===== config.mk =====
export PLATFORM = sky130hd
export DESIGN_NAME = hazard_ctrl
export DESIGN_NICKNAME = d
export VERILOG_FILES = /design/src/rtl/pipe_pkg.sv /design/src/rtl/fwd_unit.sv /design/src/rtl/hazard_ctrl.sv
export SDC_FILE = /design/constraint.sdc
export NUM_CORES = 1
export LEC_CHECK = 0
export BUFFER_PORTS_ARGS = -buffer_cell sky130_fd_sc_hd__buf_2
export CORE_MARGIN = 10
export CORE_UTILIZATION = 57
export CTS_BUF_LIST = sky130_fd_sc_hd__clkbuf_4
export CTS_CLUSTER_SIZE = 25
export DETAILED_ROUTE_END_ITERATION = 12
export MAX_ROUTING_LAYER = met4
export PLACE_DENSITY = 0.88
export SLEW_MARGIN = 20
export SYNTH_ARGS = -nofsm -noshare
export SYNTH_HDL_FRONTEND = slang
export SYNTH_SLANG_ARGS = --single-unit

===== constraint.sdc =====
create_clock -name clk -period 4 [get_ports clk]
set_clock_uncertainty 0.05 [all_clocks]
set_input_delay 0.2 -clock clk [delete_from_list [all_inputs] [get_ports clk]]
set_output_delay 0.2 -clock clk [all_outputs]
set_load 0.01 [all_outputs]

===== src/rtl/pipe_pkg.sv =====
// ============================================================================
// pipe_pkg : shared encodings for the 5-stage core pipeline sequencer.
// Revision : 1.0 - initial release
// ============================================================================
`default_nettype none

package pipe_pkg;

  localparam logic [1:0] RF_WE_NONE = 2'b00;
  localparam logic [1:0] RF_WE_ALU  = 2'b01;
  localparam logic [1:0] RF_WE_LOAD = 2'b10;
  localparam logic [1:0] RF_WE_LINK = 2'b11;

  localparam logic [1:0] FWD_RF    = 2'b00;
  localparam logic [1:0] FWD_EXMEM = 2'b01;
  localparam logic [1:0] FWD_MEMWB = 2'b10;

  typedef enum logic {
    ST_RUN      = 1'b0,
    ST_MEM_WAIT = 1'b1
  } hz_state_t;

  function automatic logic we_active(input logic [1:0] we);
    return we != RF_WE_NONE;
  endfunction

  // Only ALU and link results exist in EX/MEM; load data arrives later.
  function automatic logic we_mem_fwdable(input logic [1:0] we);
    return (we == RF_WE_ALU) || (we == RF_WE_LINK);
  endfunction

endpackage

`default_nettype wire


===== src/rtl/fwd_unit.sv =====
// ============================================================================
// fwd_unit : EX-stage operand forwarding select (MEM result beats WB data).
// Revision : 1.0 - initial release
// ============================================================================
`default_nettype none

module fwd_unit
  import pipe_pkg::*;
#(
  parameter int RA_W = 5
) (
  input  logic [RA_W-1:0] i_ex_rs1,
  input  logic [RA_W-1:0] i_ex_rs2,
  input  logic [RA_W-1:0] i_mem_wR,
  input  logic [1:0]      i_mem_rf_we,
  input  logic [RA_W-1:0] i_wb_wR,
  input  logic [1:0]      i_wb_rf_we,
  output logic [1:0]      o_fwd1_sel,
  output logic [1:0]      o_fwd2_sel
);

  function automatic logic [1:0] fwd_sel(input logic [RA_W-1:0] rs);
    logic [1:0] sel;
    sel = FWD_RF;
    if (rs != '0) begin
      if (we_mem_fwdable(i_mem_rf_we) && (rs == i_mem_wR))
        sel = FWD_EXMEM;
      else if (we_active(i_wb_rf_we) && (rs == i_wb_wR))
        sel = FWD_MEMWB;
    end
    return sel;
  endfunction

  always_comb begin
    o_fwd1_sel = fwd_sel(i_ex_rs1);
    o_fwd2_sel = fwd_sel(i_ex_rs2);
  end

endmodule

`default_nettype wire


===== src/rtl/hazard_ctrl.sv =====
// ============================================================================
// hazard_ctrl : stall/flush sequencer with memory freeze and event counters.
//               Define HAZARD_FWD_EN to enable EX-stage forwarding selects.
// Revision    : 1.0 - initial release
// ============================================================================
`default_nettype none

module hazard_ctrl
  import pipe_pkg::*;
#(
  parameter int RA_W    = 5,
  parameter int CNT_W   = 32,
  parameter int MEM_TMO = 255
) (
  input  logic             clk,
  input  logic             rst,
  input  logic [RA_W-1:0]  i_id_rs1,
  input  logic [RA_W-1:0]  i_id_rs2,
  input  logic             i_id_rs1_used,
  input  logic             i_id_rs2_used,
  input  logic [RA_W-1:0]  i_ex_rs1,
  input  logic [RA_W-1:0]  i_ex_rs2,
  input  logic [RA_W-1:0]  i_ex_wR,
  input  logic [RA_W-1:0]  i_mem_wR,
  input  logic [RA_W-1:0]  i_wb_wR,
  input  logic [1:0]       i_ex_rf_we,
  input  logic [1:0]       i_mem_rf_we,
  input  logic [1:0]       i_wb_rf_we,
  input  logic             i_ex_branch_taken,
  input  logic             i_mem_req,
  input  logic             i_mem_ready,
  output logic             o_pc_stall,
  output logic             o_if_id_stall,
  output logic             o_id_ex_stall,
  output logic             o_ex_mem_stall,
  output logic             o_mem_wb_stall,
  output logic             o_if_id_flush,
  output logic             o_id_ex_flush,
  output logic [1:0]       o_fwd1_sel,
  output logic [1:0]       o_fwd2_sel,
  output logic [CNT_W-1:0] o_stall_cnt,
  output logic [CNT_W-1:0] o_flush_cnt,
  output logic             o_mem_timeout
);

  localparam int TW = (MEM_TMO < 2) ? 1 : $clog2(MEM_TMO + 1);
  localparam logic [TW-1:0] c_tmo = TW'(MEM_TMO);

  hz_state_t        r_state;
  logic [TW-1:0]    r_wait_cnt;
  logic             r_mem_timeout;
  logic [CNT_W-1:0] r_stall_cnt;
  logic [CNT_W-1:0] r_flush_cnt;

  logic w_freeze, w_hazard;
  logic w_id1_ex, w_id2_ex;
  logic [1:0] w_fwd1_sel, w_fwd2_sel;

  always_comb begin
    w_id1_ex = i_id_rs1_used && (i_id_rs1 != '0) && we_active(i_ex_rf_we) && (i_id_rs1 == i_ex_wR);
    w_id2_ex = i_id_rs2_used && (i_id_rs2 != '0) && we_active(i_ex_rf_we) && (i_id_rs2 == i_ex_wR);
  end

  assign w_freeze = (r_state == ST_RUN) ? (i_mem_req && !i_mem_ready) : !i_mem_ready;

`ifdef HAZARD_FWD_EN
  // Only a load in EX cannot be forwarded in time.
  assign w_hazard = (i_ex_rf_we == RF_WE_LOAD) && (w_id1_ex || w_id2_ex);

  fwd_unit #(.RA_W(RA_W)) u_fwd (
    .i_ex_rs1    (i_ex_rs1),
    .i_ex_rs2    (i_ex_rs2),
    .i_mem_wR    (i_mem_wR),
    .i_mem_rf_we (i_mem_rf_we),
    .i_wb_wR     (i_wb_wR),
    .i_wb_rf_we  (i_wb_rf_we),
    .o_fwd1_sel  (w_fwd1_sel),
    .o_fwd2_sel  (w_fwd2_sel)
  );
`else
  logic w_id1_mem, w_id2_mem;
  logic w_unused_fwd_inputs;

  always_comb begin
    w_id1_mem = i_id_rs1_used && (i_id_rs1 != '0) && we_active(i_mem_rf_we) && (i_id_rs1 == i_mem_wR);
    w_id2_mem = i_id_rs2_used && (i_id_rs2 != '0) && we_active(i_mem_rf_we) && (i_id_rs2 == i_mem_wR);
  end

  // The RF write-through bypass makes WB writers invisible to ID.
  assign w_hazard   = w_id1_ex || w_id2_ex || w_id1_mem || w_id2_mem;
  assign w_fwd1_sel = FWD_RF;
  assign w_fwd2_sel = FWD_RF;
  assign w_unused_fwd_inputs = ^{i_ex_rs1, i_ex_rs2, i_wb_wR, i_wb_rf_we};
`endif

  always_comb begin
    o_pc_stall     = 1'b0;
    o_if_id_stall  = 1'b0;
    o_id_ex_stall  = 1'b0;
    o_ex_mem_stall = 1'b0;
    o_mem_wb_stall = 1'b0;
    o_if_id_flush  = 1'b0;
    o_id_ex_flush  = 1'b0;
    o_fwd1_sel     = FWD_RF;
    o_fwd2_sel     = FWD_RF;
    if (!rst) begin
      o_fwd1_sel = w_fwd1_sel;
      o_fwd2_sel = w_fwd2_sel;
      if (w_freeze) begin
        o_pc_stall     = 1'b1;
        o_if_id_stall  = 1'b1;
        o_id_ex_stall  = 1'b1;
        o_ex_mem_stall = 1'b1;
        o_mem_wb_stall = 1'b1;
      end else if (i_ex_branch_taken) begin
        o_if_id_flush = 1'b1;
        o_id_ex_flush = 1'b1;
      end else if (w_hazard) begin
        o_pc_stall    = 1'b1;
        o_if_id_stall = 1'b1;
        o_id_ex_flush = 1'b1;
      end
    end
  end

  always_ff @(posedge clk or posedge rst) begin
    if (rst) begin
      r_state       <= ST_RUN;
      r_wait_cnt    <= '0;
      r_mem_timeout <= 1'b0;
    end else begin
      case (r_state)
        ST_RUN: begin
          if (i_mem_req && !i_mem_ready) begin
            r_state    <= ST_MEM_WAIT;
            r_wait_cnt <= '0;
          end
        end
        ST_MEM_WAIT: begin
          if (i_mem_ready) begin
            r_state <= ST_RUN;
          end else if (r_wait_cnt != c_tmo) begin
            r_wait_cnt <= r_wait_cnt + 1'b1;
            if (TW'(r_wait_cnt + 1'b1) == c_tmo)
              r_mem_timeout <= 1'b1;
          end
        end
        default: r_state <= ST_RUN;
      endcase
    end
  end

  always_ff @(posedge clk or posedge rst) begin
    if (rst) begin
      r_stall_cnt <= '0;
      r_flush_cnt <= '0;
    end else begin
      if (o_pc_stall && (r_stall_cnt != '1))
        r_stall_cnt <= r_stall_cnt + 1'b1;
      if (o_if_id_flush && (r_flush_cnt != '1))
        r_flush_cnt <= r_flush_cnt + 1'b1;
    end
  end

  assign o_stall_cnt   = r_stall_cnt;
  assign o_flush_cnt   = r_flush_cnt;
  assign o_mem_timeout = r_mem_timeout;

endmodule

`default_nettype wire

# Word-level counts from Yosys, hierarchy flattened
# Cells that the tools add are included.
# op_classes
n_addsub	3
mul	0
div	0
n_lt_le_gt_ge	0
eq_ne	11
n_shift	0
muxes	20
bitwise_logic	2
n_reduce_logical	23
# op_table
operator	count
adder 32 x 1 -> 32 bit (second input constant)	2
!= test 32 bit (second input constant)	2
two-way mux 8 bit	3
== test 5 bit	4
one-hot mux 8 bit (2 select lines)	1
two-way mux 1 bit	15
logical AND 1 bit	13
nonzero test 5 bit	2
adder 8 x 1 -> 8 bit (second input constant)	1
== test 8 bit (second input constant)	1
!= test 8 bit (second input constant)	1
!= test 2 x 1 -> 1 bit (second input constant)	2
AND reduction 4 bit	1
nonzero test 2 bit	2
logical OR 1 bit	3
AND reduction 3 bit	1
!= test 2 bit (second input constant)	1
inverter 1 bit	2
one-hot mux 1 bit (2 select lines)	1
logical NOT 1 bit	1
# word_totals
regBits	74
latchBits	0
ramBits	0
romBits	0
inputBits	48
output_inout_bits	76
elab_cells	64
n_memories	0

# Logic depth before layout (Yosys ltp)
# depth
depth_word	12
mapped_depth	10
mapped_depth_nobuf	8

# Least setup slack after synthesis
# No wires, ideal clock.
# synth_timing
path_type	input to register
start	input rst
end	register r_flush_cnt[31], in the netlist o_flush_cnt[31]
setup_time_ns	0.125
t_arrival_ns	2.958
required_ns	3.825
slack_ns	0.867
path_stages	6
path_buffers	0
path_cell_list	inv_1 > and3_1 > nand3_1 > nor3_2 > nand4_1 > xnor2_1
# synth_via
elab_chain_len	2
# synth_lines
element	line_no	text
start: declaration	hazard_ctrl.sv:16	input logic rst,
two-way mux 1 bit	hazard_ctrl.sv:106	if (!rst) begin
via o_if_id_flush	hazard_ctrl.sv:37	output logic o_if_id_flush,
logical AND 1 bit	hazard_ctrl.sv:160	if (o_if_id_flush && (r_flush_cnt != '1))
end signal: assignment	hazard_ctrl.sv:161	r_flush_cnt <= r_flush_cnt + 1'b1;
end: declaration	hazard_ctrl.sv:53	logic [CNT_W-1:0] r_flush_cnt;
# The timed path passes the listed nets, and every way through them passes these cells.
# A chain may end at the register's enable or synchronous reset.

# Worst setup path after layout
# layout_timing
start	register r_stall_cnt[0], in the netlist o_stall_cnt[0]
end	register r_stall_cnt[15], in the netlist o_stall_cnt[15]
# layout_via
elab_chain_len	2
word_cells_on_any_way	3
cone_classes	add/sub (1); eq/ne (1); reduce/logical (1)
# layout_lines
element	line_no	text
start: declaration	hazard_ctrl.sv:52	logic [CNT_W-1:0] r_stall_cnt;
start signal: assignment	hazard_ctrl.sv:159	r_stall_cnt <= r_stall_cnt + 1'b1;
branches (longest 2 deep; another with adder 32 x 1 -> 32 bit)	--	
# Several ways; the timed one is not identified.

==> metrics <==
critical path, cell by cell=ha_1 > nand3_1 > or3_1 > nor4b_4 > nand2_1 > o21ai_2 > nor4_1 > xor2_1; PortBufs=102; worst ir drop on vdd=283 µV; CP max stage delay=0.55 ns; worst setup path class=register to register; Setup TNS=0 ns; R2R Setup Slk=1.13 ns; die area=10700 µm²; fin crit share=0.718; Final nets=537; minimum clock period=2.87 ns; Die X=104 µm; Yosys warning total=0; Clock transition at path regs=0.13 ns; leakage=2.45 nW; Hold Path Class=primary input to asynchronous set/reset pin; Initial Utilization=0.585; Synth-to-Final Area Change=18.4%; ant diodes=0; I/O Pins=124; ANT nets after route=0; Cell Int Power=0.00124 W; GRT Total Usage=0.177; flops & latches, synth=74; leading cell type in the layout, fill and taps excluded=buf_2; Remaining Overflow, GRT=0; final setup vio count=0; max-slew violations=0; Seq/Total Area, Yosys=0.466; CORE AREA=6790 µm²; CTS H-tree lvls=3; Max stage delay cell, worst path=or3_1; Worst Max-Slew Pin Slew=0.985 ns; CTS Buf Count=9; clock tree root buffer cell=clkbuf_4; WL per Instance=16.1 µm; CP Capture Type=register; CTS tree=built; Distinct cells, synth=44; die height=104 µm; Achievable Freq=348 MHz; Detailed Place HPWL=7.03 mm; num rows=30; Cell Area, Placed=4520 µm²; syn avg cell area=10.4 µm²; net switching power=0.000483 W; routability cong.=0.864; RSZ-0062 raised after global routing=no; vias in the first global route=3316; Slew headroom=0.343; clock latency on the worst-skew pair=0.40 ns; Async SR Flop Fraction=1.00; Iter 0 DRT Violations=115; most frequent cells in the layout=102 x buf_2, 74 x dfrtp_1, 42 x xor2_1, 42 x xnor2_1, 32 x nand3_1; Comb power frac=0.155; number of flops mapped to enable cells by yosys=0; Reg power frac=0.503; wirelength, routed=9.42 mm; global-route wire length before repair=15.9 mm; startpoint types=register; Sw Ratio=0.280; drt drc=0; Hold Fails Final Rpt=0; status=finished, final reports clean; number of post-CTS setup repair buffers=0; max-cap viol count=0; post-synthesis cell area=3980 µm²; post-route cell area=4700 µm²; post_cts resized=0; power share of the clock group=0.341; Worst Path Required=4.21 ns; cell area power density=366 nW/µm²; clk sinks=74; largest net degree at the start of global routing=75; cell count after synthesis=384; worst-path maximum fanout=21; router iterations before antenna repair=7; antenna violations before repair=0; vias=3272; worst-case clock buffer depth=2; Via-to-Cell Ratio=5.58; hold-fix buffer count after cts=0; layout cells sized above 1=0.282; Top FF cell, synth=dfrtp_1; Worst EP arrival=3.08 ns
==> path summary, 6_finish.rpt <==
path / startpoint / endpoint / cells after the start
setup reg to reg: o_stall_cnt[0] / o_stall_cnt[15] / 8
setup / recovery: o_stall_cnt[0] / o_stall_cnt[15] / 8
hold reg to reg: o_mem_timeout / o_mem_timeout / 1
hold / removal: rst / o_stall_cnt[11] / 3
min in group clk: i_mem_ready / r_state / 3
max in group asynchronous: rst / o_flush_cnt[13] / 3
==> critical path: cells and delay by family, from the launching register on <==
kind            cells  cell delay, ns
simple gates        5            1.45
flops               1            0.43
compound gates      1            0.41
xor+xnor            1            0.20
fa+ha+maj           1            0.19
==> final cells by class <==
class | count | area, µm²
clock inverters | 5 | 103
fillers | 500 | 2090
clock buffers | 11 | 82.6
well taps | 96 | 120
repair buffers | 103 | 518
inverters | 10 | 37.5
flip-flops and latches | 74 | 1850
multi-input cells | 287 | 1990
==> synthesized netlist by cell type (8+ instances only) <==
master	instances	area share
nand4_1	21	0.033
nor3_1	13	0.016
o21ai_0	8	0.010
xnor2_1	42	0.093
and3_1	15	0.024
and4_1	9	0.020
inv_1	10	0.0094
nand3_1	32	0.040
nor2_1	17	0.016
dfrtp_1	74	0.47
xor2_1	42	0.093
nand2_1	30	0.028
buf_4	9	0.017
==> registers in the layout (all words and copies together) (netlist names) <==
signal / cells
o_flush_cnt: 32
o_stall_cnt: 32
r_wait_cnt: 8
o_mem_timeout: 1
r_state: 1
==> power groups by stage <==
stage / registers [W] / clock network [W] / logic, W
2_1_floorplan: 0.000891 / 0 / 0.000146
3_5_place_dp: 0.000879 / 0 / 0.000272
5_1_grt: 0.000877 / 0.000640 / 0.000297
6_report: 0.000868 / 0.000588 / 0.000268
4_1_cts: 0.000866 / 0.000599 / 0.000272
3_3_place_gp: 0.000878 / 0 / 0.000261
==> cells by family (layout without fill, tap and decap cells) <==
group	after synthesis	in the layout	synth area share
AO/OA/AOI/OAI	26	26	0.0507
XOR/XNOR	84	84	0.185
adder cells (fa/ha/maj)	4	4	0.0126
buffers and inverters	26	129	0.0359
flip-flops	74	74	0.466
multiplexers	4	4	0.0113
other	1	4	0.000943
AND/OR/NAND/NOR	165	165	0.238
==> routing by layer <==
| metal | track usage | share of wire |
|---|---|---|
| met1 | 0.228 | 0.46 |
| met5 | - | 0 |
| met4 | 0.0373 | 0.0047 |
| met2 | 0.268 | 0.47 |
| met3 | 0.0551 | 0.066 |
==> metrics by stage <==
stage                util  instances  setup slack (ns)  power [W]  hold slack (ns)
floorplan               -        387             0.867    0.00104            0.345
global placement    0.665        570              1.25    0.00114            0.388
detailed placement  0.665        570              1.20    0.00115            0.402
CTS                 0.692        586              1.19    0.00174           0.0645
global route        0.692        586              1.00    0.00181           0.0777
finish              0.692        586              1.13    0.00172           0.0791
No activity file was read; power rests on OpenSTA's default activity.
